--- src/rtl/gravsim_pkg.sv ---
// rtl/gravsim_pkg.sv - shared scheduler state type and datafile word map for GravSim
package gravsim_pkg;

  typedef enum logic [2:0] {
    IDLE,
    HOST,
    START,
    WAIT_DONE,
    RELEASE
  } sched_state_t;

  localparam int DATAFILE_DEPTH = 113;
  localparam int DF_ADDR_W      = 7;
  localparam int MAX_BODIES     = 9;

  // Scalar words first, then one MAX_BODIES-long array per body attribute.
  localparam int DF_OFF_G     = 0;
  localparam int DF_OFF_NUM   = 1;
  localparam int DF_OFF_START = 2;
  localparam int DF_OFF_DONE  = 3;
  localparam int DF_OFF_MASS  = 4;
  localparam int DF_OFF_RAD   = DF_OFF_MASS  + MAX_BODIES;
  localparam int DF_OFF_POS_X = DF_OFF_RAD   + MAX_BODIES;
  localparam int DF_OFF_POS_Y = DF_OFF_POS_X + MAX_BODIES;
  localparam int DF_OFF_POS_Z = DF_OFF_POS_Y + MAX_BODIES;
  localparam int DF_OFF_VEL_X = DF_OFF_POS_Z + MAX_BODIES;
  localparam int DF_OFF_VEL_Y = DF_OFF_VEL_X + MAX_BODIES;
  localparam int DF_OFF_VEL_Z = DF_OFF_VEL_Y + MAX_BODIES;
  localparam int DF_OFF_ACC_X = DF_OFF_VEL_Z + MAX_BODIES;
  localparam int DF_OFF_ACC_Y = DF_OFF_ACC_X + MAX_BODIES;
  localparam int DF_OFF_ACC_Z = DF_OFF_ACC_Y + MAX_BODIES;

endpackage

--- src/rtl/sched_watchdog.sv ---
// rtl/sched_watchdog.sv - loadable up-counter with clear, enable and terminal-count flag
module sched_watchdog #(
  parameter int          W        = 13,
  parameter logic [W-1:0] TERMINAL = '1
) (
  input  logic         clk_i,
  input  logic         rst_ni,
  input  logic         clr_i,
  input  logic         en_i,
  input  logic         load_i,
  input  logic [W-1:0] load_val_i,
  output logic         tc_o
);

  logic [W-1:0] count_q, count_d;

  always_comb begin
    count_d = count_q;
    if (clr_i)       count_d = '0;
    else if (load_i) count_d = load_val_i;
    else if (en_i)   count_d = count_q + W'(1);
  end

  always_ff @(posedge clk_i or negedge rst_ni) begin
    if (!rst_ni) count_q <= '0;
    else         count_q <= count_d;
  end

  assign tc_o = (count_q == TERMINAL);

endmodule

--- src/rtl/gravsim_step_scheduler.sv ---
// rtl/gravsim_step_scheduler.sv - timestep scheduler: step handshakes, watchdog recovery and
// host/datafile arbitration so host writes never overlap a running step.
module gravsim_step_scheduler
  import gravsim_pkg::*;
#(
  parameter int DEPTH          = DATAFILE_DEPTH,
  parameter int ADDR_W         = 7,
  parameter int TIMEOUT_CYCLES = 4096,
  parameter int CNT_W          = 32
) (
  input  logic              CLK,
  input  logic              RESET_N,
  input  logic              RUN,
  input  logic              FRAME_TICK,
  input  logic              STEP_ONCE,
  output logic              FSM_START,
  input  logic              FSM_DONE,
  output logic              FSM_RST,
  input  logic              HOST_REQ,
  input  logic              HOST_WE,
  input  logic [ADDR_W-1:0] HOST_ADDR,
  input  logic [31:0]       HOST_WDATA,
  output logic              HOST_ACK,
  output logic              HOST_ERR,
  output logic              DF_WE,
  output logic [ADDR_W-1:0] DF_ADDR,
  output logic [31:0]       DF_WDATA,
  output logic              BUSY,
  output logic [CNT_W-1:0]  STEP_COUNT,
  output logic [15:0]       OVERRUN_COUNT,
  output logic              TIMEOUT_ERR,
  input  logic              CLR_ERR
);

  localparam int              WD_W    = $clog2(TIMEOUT_CYCLES + 1);
  localparam logic [WD_W-1:0] WD_LAST = WD_W'(TIMEOUT_CYCLES - 1);
  localparam logic [ADDR_W:0] DEPTH_L = (ADDR_W + 1)'(DEPTH);

  sched_state_t      state_q, state_d;
  logic              pending_q, pending_d;
  logic              start_q, frst_q, ack_q, herr_q, we_q, busy_q, terr_q, terr_d;
  logic [ADDR_W-1:0] addr_q;
  logic [31:0]       wdata_q;
  logic [CNT_W-1:0]  step_q, step_d;
  logic [15:0]       ovr_q, ovr_d;
  logic              req, overrun, step_done, timeout_fire, wd_tc, wd_clr, wd_en;
  logic              addr_ok, host_hit, host_wr;

  always_comb begin
    req          = (RUN & FRAME_TICK) | STEP_ONCE;
    step_done    = (state_q == WAIT_DONE) & FSM_DONE;
    timeout_fire = (state_q == WAIT_DONE) & ~FSM_DONE & wd_tc;
    // START consumes the pending slot, so a request landing there is latched, not dropped.
    overrun      = req & pending_q & (state_q != START);
    pending_d    = req | (pending_q & (state_q != START));
    wd_clr       = (state_q == START);
    wd_en        = (state_q == WAIT_DONE);
    addr_ok      = ({1'b0, HOST_ADDR} < DEPTH_L);
    host_hit     = (state_q == HOST);
    host_wr      = host_hit & addr_ok & HOST_WE;

    step_d = step_q;
    if (step_done) step_d = step_q + CNT_W'(1);
    ovr_d = CLR_ERR ? 16'h0000 : ovr_q;
    if (overrun && ovr_q != 16'hFFFF) ovr_d = ovr_q + 16'd1;
    terr_d = timeout_fire | (terr_q & ~CLR_ERR);

    state_d = state_q;
    unique case (state_q)
      // ack_q guard stops a held request from being granted twice back to back.
      IDLE:      if (pending_q || req)      state_d = START;
                 else if (HOST_REQ && !ack_q) state_d = HOST;
      HOST:      state_d = IDLE;
      START:     state_d = WAIT_DONE;
      WAIT_DONE: if (step_done || timeout_fire) state_d = RELEASE;
      RELEASE:   if (!FSM_DONE) state_d = IDLE;
      default:   state_d = IDLE;
    endcase
  end

  sched_watchdog #(.W(WD_W), .TERMINAL(WD_LAST)) u_watchdog (
    .clk_i      (CLK),
    .rst_ni     (RESET_N),
    .clr_i      (wd_clr),
    .en_i       (wd_en),
    .load_i     (1'b0),
    .load_val_i ({WD_W{1'b0}}),
    .tc_o       (wd_tc)
  );

  always_ff @(posedge CLK or negedge RESET_N) begin
    if (!RESET_N) begin
      state_q   <= IDLE;
      pending_q <= 1'b0;
      start_q   <= 1'b0;
      frst_q    <= 1'b0;
      ack_q     <= 1'b0;
      herr_q    <= 1'b0;
      we_q      <= 1'b0;
      addr_q    <= '0;
      wdata_q   <= '0;
      busy_q    <= 1'b0;
      step_q    <= '0;
      ovr_q     <= '0;
      terr_q    <= 1'b0;
    end else begin
      state_q   <= state_d;
      pending_q <= pending_d;
      start_q   <= (state_d == START) || (state_d == WAIT_DONE);
      busy_q    <= (state_d != IDLE);
      frst_q    <= timeout_fire;
      ack_q     <= host_hit;
      herr_q    <= host_hit & ~addr_ok;
      we_q      <= host_wr;
      if (host_wr) begin
        addr_q  <= HOST_ADDR;
        wdata_q <= HOST_WDATA;
      end
      step_q    <= step_d;
      ovr_q     <= ovr_d;
      terr_q    <= terr_d;
    end
  end

  assign FSM_START     = start_q;
  assign FSM_RST       = frst_q;
  assign HOST_ACK      = ack_q;
  assign HOST_ERR      = herr_q;
  assign DF_WE         = we_q;
  assign DF_ADDR       = addr_q;
  assign DF_WDATA      = wdata_q;
  assign BUSY          = busy_q;
  assign STEP_COUNT    = step_q;
  assign OVERRUN_COUNT = ovr_q;
  assign TIMEOUT_ERR   = terr_q;

endmodule

--- config.mk ---
export PLATFORM = sky130hd
export DESIGN_NAME = gravsim_step_scheduler
export DESIGN_NICKNAME = d
export VERILOG_FILES = /design/src/rtl/gravsim_pkg.sv /design/src/rtl/sched_watchdog.sv /design/src/rtl/gravsim_step_scheduler.sv
export SDC_FILE = /design/constraint.sdc
export NUM_CORES = 1
export LEC_CHECK = 0
export BUFFER_PORTS_ARGS = -buffer_cell sky130_fd_sc_hd__buf_2
export CORE_MARGIN = 2
export CORE_UTILIZATION = 40
export CTS_BUF_LIST = sky130_fd_sc_hd__clkbuf_4 sky130_fd_sc_hd__clkbuf_8
export DETAILED_ROUTE_END_ITERATION = 6
export GPL_TIMING_DRIVEN = 0
export SYNTH_ARGS = -nofsm -noshare
export SYNTH_HDL_FRONTEND = slang
export SYNTH_HIERARCHICAL = 1
export SYNTH_SLANG_ARGS = --single-unit
--- constraint.sdc ---
create_clock -name CLK -period 4.43 [get_ports CLK]
set_clock_uncertainty 0.05 [all_clocks]
set_input_delay 0.6645 -clock CLK [delete_from_list [all_inputs] [get_ports CLK]]
set_output_delay 0.6645 -clock CLK [all_outputs]
set_load 0.1 [all_outputs]
# --- After elaboration in Yosys (flattened, before gate mapping) ---
# Index checks and enable logic that the tools add are counted.
totals:
  register_bits: 111
  output_inout_bits: 94
  rom_bits: 0
  mem_count: 0
  ramBits: 0
  latch_bits: 0
op_classes:
  shift: 0
  n_reduce_logical: 10
  eq_ne: 9
  addsub: 3
  n_mux: 9
  order_cmp: 1
  bitwise: 17
  div: 0
  multipliers: 0
op_table:
  columns: ["cell", "n"]
  rows:
  - ["adder 32 x 1 -> 32 bit (second input constant)", 1]
  - ["two-way mux 16 bit", 2]
  - ["two-way mux 13 bit", 2]
  - ["adder 16 x 1 -> 16 bit (second input constant)", 1]
  - ["!= test 16 bit (second input constant)", 1]
  - ["adder 13 x 1 -> 13 bit (second input constant)", 1]
  - ["== test 13 x 12 -> 1 bit (second input constant)", 1]
  - ["== test 3 x 2 -> 1 bit (second input constant)", 4]
  - ["two-way mux 3 bit", 4]
  - ["one-hot mux 3 bit (4 select lines)", 1]
  - ["AND 1 bit", 11]
  - ["< comparator 7 bit (second input constant)", 1]
  - ["nonzero test 2 bit", 2]
  - ["== test 3 x 1 -> 1 bit (second input constant)", 1]
  - ["== test 3 bit (second input constant)", 1]
  - ["logical NOT 3 bit", 1]
  - ["logical OR 1 bit", 3]
  - ["!= test 3 x 2 -> 1 bit (second input constant)", 1]
  - ["inverter 1 bit", 3]
  - ["bitwise OR 1 bit", 3]
  - ["nonzero test 3 bit", 1]
  - ["logical AND 1 bit", 2]
  - ["logical NOT 1 bit", 1]

# --- Logic depth before layout (Yosys ltp) ---
depth:
  ltp_word: 8
  ltp_mapped: 8
  mapped_depth_nobuf: 8

# --- Cells and area by module ---
# Netlist, hierarchy kept.
modules_own_cells:
  columns: ["module", "n_inst", "cells_per_inst", "area_per_inst_um2"]
  rows:
  - ["gravsim_step_scheduler", 1, 344, 4185.3]
  - ["sched_watchdog", 1, 89, 825.8]

# --- Least setup slack after synthesis ---
# No wires, ideal clock.
synth_timing:
  path_kind: "register -> register"
  startpoint: "register step_q[0] (netlist: STEP_COUNT[0])"
  endpoint: "register step_q[26] (netlist: STEP_COUNT[26])"
  path_stages_with_launch: 7
  setup_time_ns: 0.158
  arrival_ns: 2.525
  period_less_slack_ns: 2.733
  slack_ns: 1.697
  cell_sequence: "dfrtp_1 > ha_1 > nand3_1 > or4b_4 > nor4_1 > nand4_1 > xnor2_1"
synth_via:
  elab_chain_len: 1
synth_rtl:
  columns: ["element", "line", "rtl"]
  rows:
  - ["from (decl)", "gravsim_step_scheduler.sv:44", "logic [CNT_W-1:0] step_q, step_d;"]
  - ["from (signal assigned)", "gravsim_step_scheduler.sv:119", "step_q <= step_d;"]
  - ["adder 32 x 1 -> 32 bit", "gravsim_step_scheduler.sv:63", "if (step_done) step_d = step_q + CNT_W'(1);"]
# Every way passes these cells.
# A chain may end at the register's enable or synchronous reset.

# --- Worst setup path in the final report ---
layout_timing:
  startpoint: "register u_watchdog.count_q[6]"
  endpoint: "register busy_q (netlist: BUSY)"
layout_via:
  elab_chain_len: 6
layout_rtl:
  columns: ["element", "line", "rtl"]
  rows:
  - ["from (decl)", "sched_watchdog.sv:15", "logic [W-1:0] count_q, count_d;"]
  - ["from (signal assigned)", "sched_watchdog.sv:26", "else count_q <= count_d;"]
  - ["== test 13 x 12 -> 1 bit", "sched_watchdog.sv:29", "assign tc_o = (count_q == TERMINAL);"]
  - ["named net wd_tc", "gravsim_step_scheduler.sv:46", "logic req, overrun, step_done, timeout_fire, wd_tc, wd_clr, wd_en;"]
  - ["AND 1 bit", "gravsim_step_scheduler.sv:52", "timeout_fire = (state_q == WAIT_DONE) & ~FSM_DONE & wd_tc;"]
  - ["logical OR 1 bit", "gravsim_step_scheduler.sv:75", "WAIT_DONE: if (step_done || timeout_fire) state_d = RELEASE;"]
  - ["two-way mux 3 bit", "gravsim_step_scheduler.sv:75", null]
  - ["one-hot mux 3 bit (4 select lines)", "gravsim_step_scheduler.sv:69", "unique case (state_q)"]
  - ["named net state_d[1]", "gravsim_step_scheduler.sv:39", "sched_state_t state_q, state_d;"]
  - ["nonzero test 3 bit", "gravsim_step_scheduler.sv:110", "busy_q <= (state_d != IDLE);"]
  - ["to (signal assigned)", "gravsim_step_scheduler.sv:110", null]
  - ["to (decl)", "gravsim_step_scheduler.sv:41", "logic start_q, frst_q, ack_q, herr_q, we_q, busy_q, terr_q, terr_d;"]
# The timed path passes the listed nets, and every way through them passes these cells.

==> flow_metrics.tcl <==
set metrics [dict create \
    syn_to_final_growth_pct 24.87 \
    grt_pass1_vias 3737 \
    reg2reg_from "u_watchdog/count_q[6]" \
    final_cell_mix "buf_2 (144), dfrtp_1 (111), mux2_2 (41), nand2_1 (35), nor2_1 (30)" \
    synthSimpleGateAreaFrac_pct 17.05 \
    final_hold_viol_count 0 \
    finalCritPeriodShare_pct 59.79 \
    die-height_um 115.9 \
    start_util_pct 41.37 \
    setup_tns_ns 0 \
    cts_max_level 3 \
    rsz0062_at_grt "false" \
    clock-sinks 111 \
    grt_max_degree 71 \
    place_area_um2 6021 \
    maxCapViolations 0 \
    grt.total_usage_pct 17.20 \
    cts_buffers 9 \
    finalWorstSetupSlack_ns 1.781 \
    synth_mux_area_share_pct 9.613 \
    cts_hold_buf 0 \
    wire_per_inst_um 14.24 \
    mostFrequentLayoutCell "buf_2" \
    synth_edf_count 0 \
    synth_area_um2 5011 \
    drive_gt1_share_pct 35.90 \
    synth_fa_ha_area_share_pct 0.7491 \
    num_vias 3915 \
    p_comb_share_pct 54.1 \
    fin_total_pwr_mw 4.867 \
    ys.flop_type "dfrtp_1" \
    nets 656 \
    rows 40 \
    seqPwrFrac_pct 31.4 \
    worst_pin_slew_ns 0.9059 \
    postRouteAntennaNets 0 \
    drtIter0Drc 230 \
    routabilityCongestion 0.7844 \
    ys_seq_elements 111 \
    synth-seq-area-share_pct 55.43 \
    die_x_um 115.9 \
    cts_tree "done" \
    io_pins 142 \
    clockBufferDepth 2 \
    cp-start-kind "flop" \
    cts_resized 0 \
    p_switching_mw 2.699 \
    setup_viol 0 \
    pre_cts_ws_ns 1.729 \
    grt-ovfl-total 0 \
    yosysUniqueCellTypes 58 \
    clockRootBuffer "clkbuf_8" \
    place_inst 762 \
    relSlewSlack_pct 39.61 \
    avgSynthCellArea_um2 11.57 \
    cp.required_ns 4.63 \
    wl_um 11080 \
    clock_latency_ns 0.39 \
    end_kind "flop" \
    r2r-end "BUSY" \
    diodes 0 \
    hold_class "in -> async" \
    design_area_um2 6257 \
    grt_pass1_wl_um 18110 \
    syn_inst 433 \
    slew_viol_final 0 \
    fmax_mhz 377.6 \
    final_cells 778 \
    io_buffer_count 141 \
    synth_warnings 6 \
    outcome "completed" \
    dieArea_um2 13440 \
    vdd_drop_max_uv 482.4 \
    post_cts_buffers 0 \
    coreArea_um2 12110 \
    drt-pass1-iter-count 4 \
    intPower_mw 2.168 \
    synth_compound_area_share_pct 8.989 \
    antenna_found_initial 0 \
    clockPowerShare_pct 14.5 \
    crit_fanout 6 \
    cp.arrival_ns 2.84 \
    min_period_ns 2.649 \
    path_class "reg -> reg" \
    synthXorXnorAreaFrac_pct 6.117 \
    swShare_pct 55.46 \
    synth_top_family_by_area "simple AND/OR/NAND/NOR gates" \
    vias_per_cell 5.032 \
    clkSlewWorstSetupHoldPaths_ns 0.10 \
    ff2ff_path_depth 8 \
    dp_hpwl_um 8123 \
    reg2reg_slack_ns 1.78 \
    synthArstFlopShare_pct 100.0 \
    powerDensity_nw_per_um2 777.7 \
    cellLeakagePower_nw 3.084 \
    drc 0 \
]
-- metrics by stage --
stage / hold slack, ns / utilization [%]
after floorplan: 0.3189 / -
after global placement: 0.4101 / 49.52
after detailed placement: 0.4163 / 49.71
after CTS: 0.3628 / 51.66
after global routing: 0.4124 / 51.66
final: 0.3525 / 51.66
-- logic make-up after synthesis --
| family | Yosys count |
|---|---|
| fa+ha+maj | 3 |
| flops | 111 |
| compound gates | 63 |
| mux | 43 |
| other cells | 1 |
| simple gates | 153 |
| buf+inv | 24 |
| xor+xnor | 35 |
-- critical path: stages (launching register included) --
cell,delay (ns)
dfrtp_1,0.43
nand3_1,0.20
or2_2,0.36
nor4b_1,0.59
o21ai_0,0.16
nand2_1,0.12
o21a_1,0.14
nor2_1,0.05
or3_1,0.40
-- flip-flops by register name, indices dropped and copies added (netlist names) --
signal,cells
BUSY,1
DF_ADDR,7
DF_WDATA,32
DF_WE,1
FSM_RST,1
FSM_START,1
HOST_ACK,1
HOST_ERR,1
OVERRUN_COUNT,16
STEP_COUNT,32
TIMEOUT_ERR,1
pending_q,1
state_q,3
u_watchdog/count_q,13
-- worst max-delay path by stage --
stage,from,cells past startpoint,end
6_report,u_watchdog/count_q[6],8,BUSY
2_1_floorplan,STEP_COUNT[0],6,STEP_COUNT[26]
3_5_place_dp,HOST_ADDR[3],7,DF_ADDR[1]
5_1_grt,u_watchdog/count_q[6],8,BUSY
4_1_cts,u_watchdog/count_q[6],8,BUSY
3_3_place_gp,RESET_N,1,STEP_COUNT[22]
-- layer usage --
layer / track usage, % / part of all wire [%]
met1: 21.77 / 43
met2: 28.58 / 51
met3: 4.864 / 5.3
met4: 5.714 / 1.0
met5: 0 / 0
-- power groups by stage --
| stage | clock, mW | sequential, mW | combinational [mW] |
|---|---|---|---|
| 2_1_floorplan | 0 | 3.16 | 0.569 |
| 3_3_place_gp | 0 | 1.53 | 2.63 |
| 5_1_grt | 0.774 | 1.57 | 2.75 |
| 6_report | 0.706 | 1.53 | 2.63 |
| 4_1_cts | 0.735 | 1.53 | 2.66 |
| 3_5_place_dp | 0 | 1.55 | 2.65 |
-- final cells by class --
cell class	instances	area (um2)
Fill cell	1140	5854
Multi-Input combinational cell	317	2206
Tap cell	168	210.2
Sequential cell	111	2778
Timing Repair Buffer	142	728.2
Clock inverter	5	85.08
Clock buffer	11	151.4
Inverter	12	45.04
Buffer	12	53.80
-- cells in the mapped netlist, drive strengths merged (2+ instances only) --
library cell,count,area share [%]
ha,3,0.75
xnor2,18,3.1
a21o,4,0.60
and3,7,0.87
a31oi,7,0.87
o31ai,4,0.60
nand3b,2,0.55
clkbuf,7,0.52
nor3,8,1.0
and2,2,0.25
and4,2,0.35
or4,5,0.75
nand3,25,2.5
nand2,35,2.6
o21a,3,0.45
a311oi,4,0.70
a21bo,2,0.40
nand4,12,1.7
nor4,6,1.0
nor2b,2,0.25
a211oi,6,0.90
nor2,30,2.2
nand2b,3,0.37
o21ba,2,0.40
o21ai,8,0.80
a22o,2,0.35
dfrtp,111,55
or3,3,0.47
mux2i,2,0.40
nor4b,3,0.65
buf,5,0.55
inv,12,0.90
mux2,41,9.2
o31a,2,0.35
nor3b,3,0.45
xor2,17,3.0
nand4b,2,0.35
a21oi,10,1.0
Note: power is estimated with default switching activity, not from simulation.
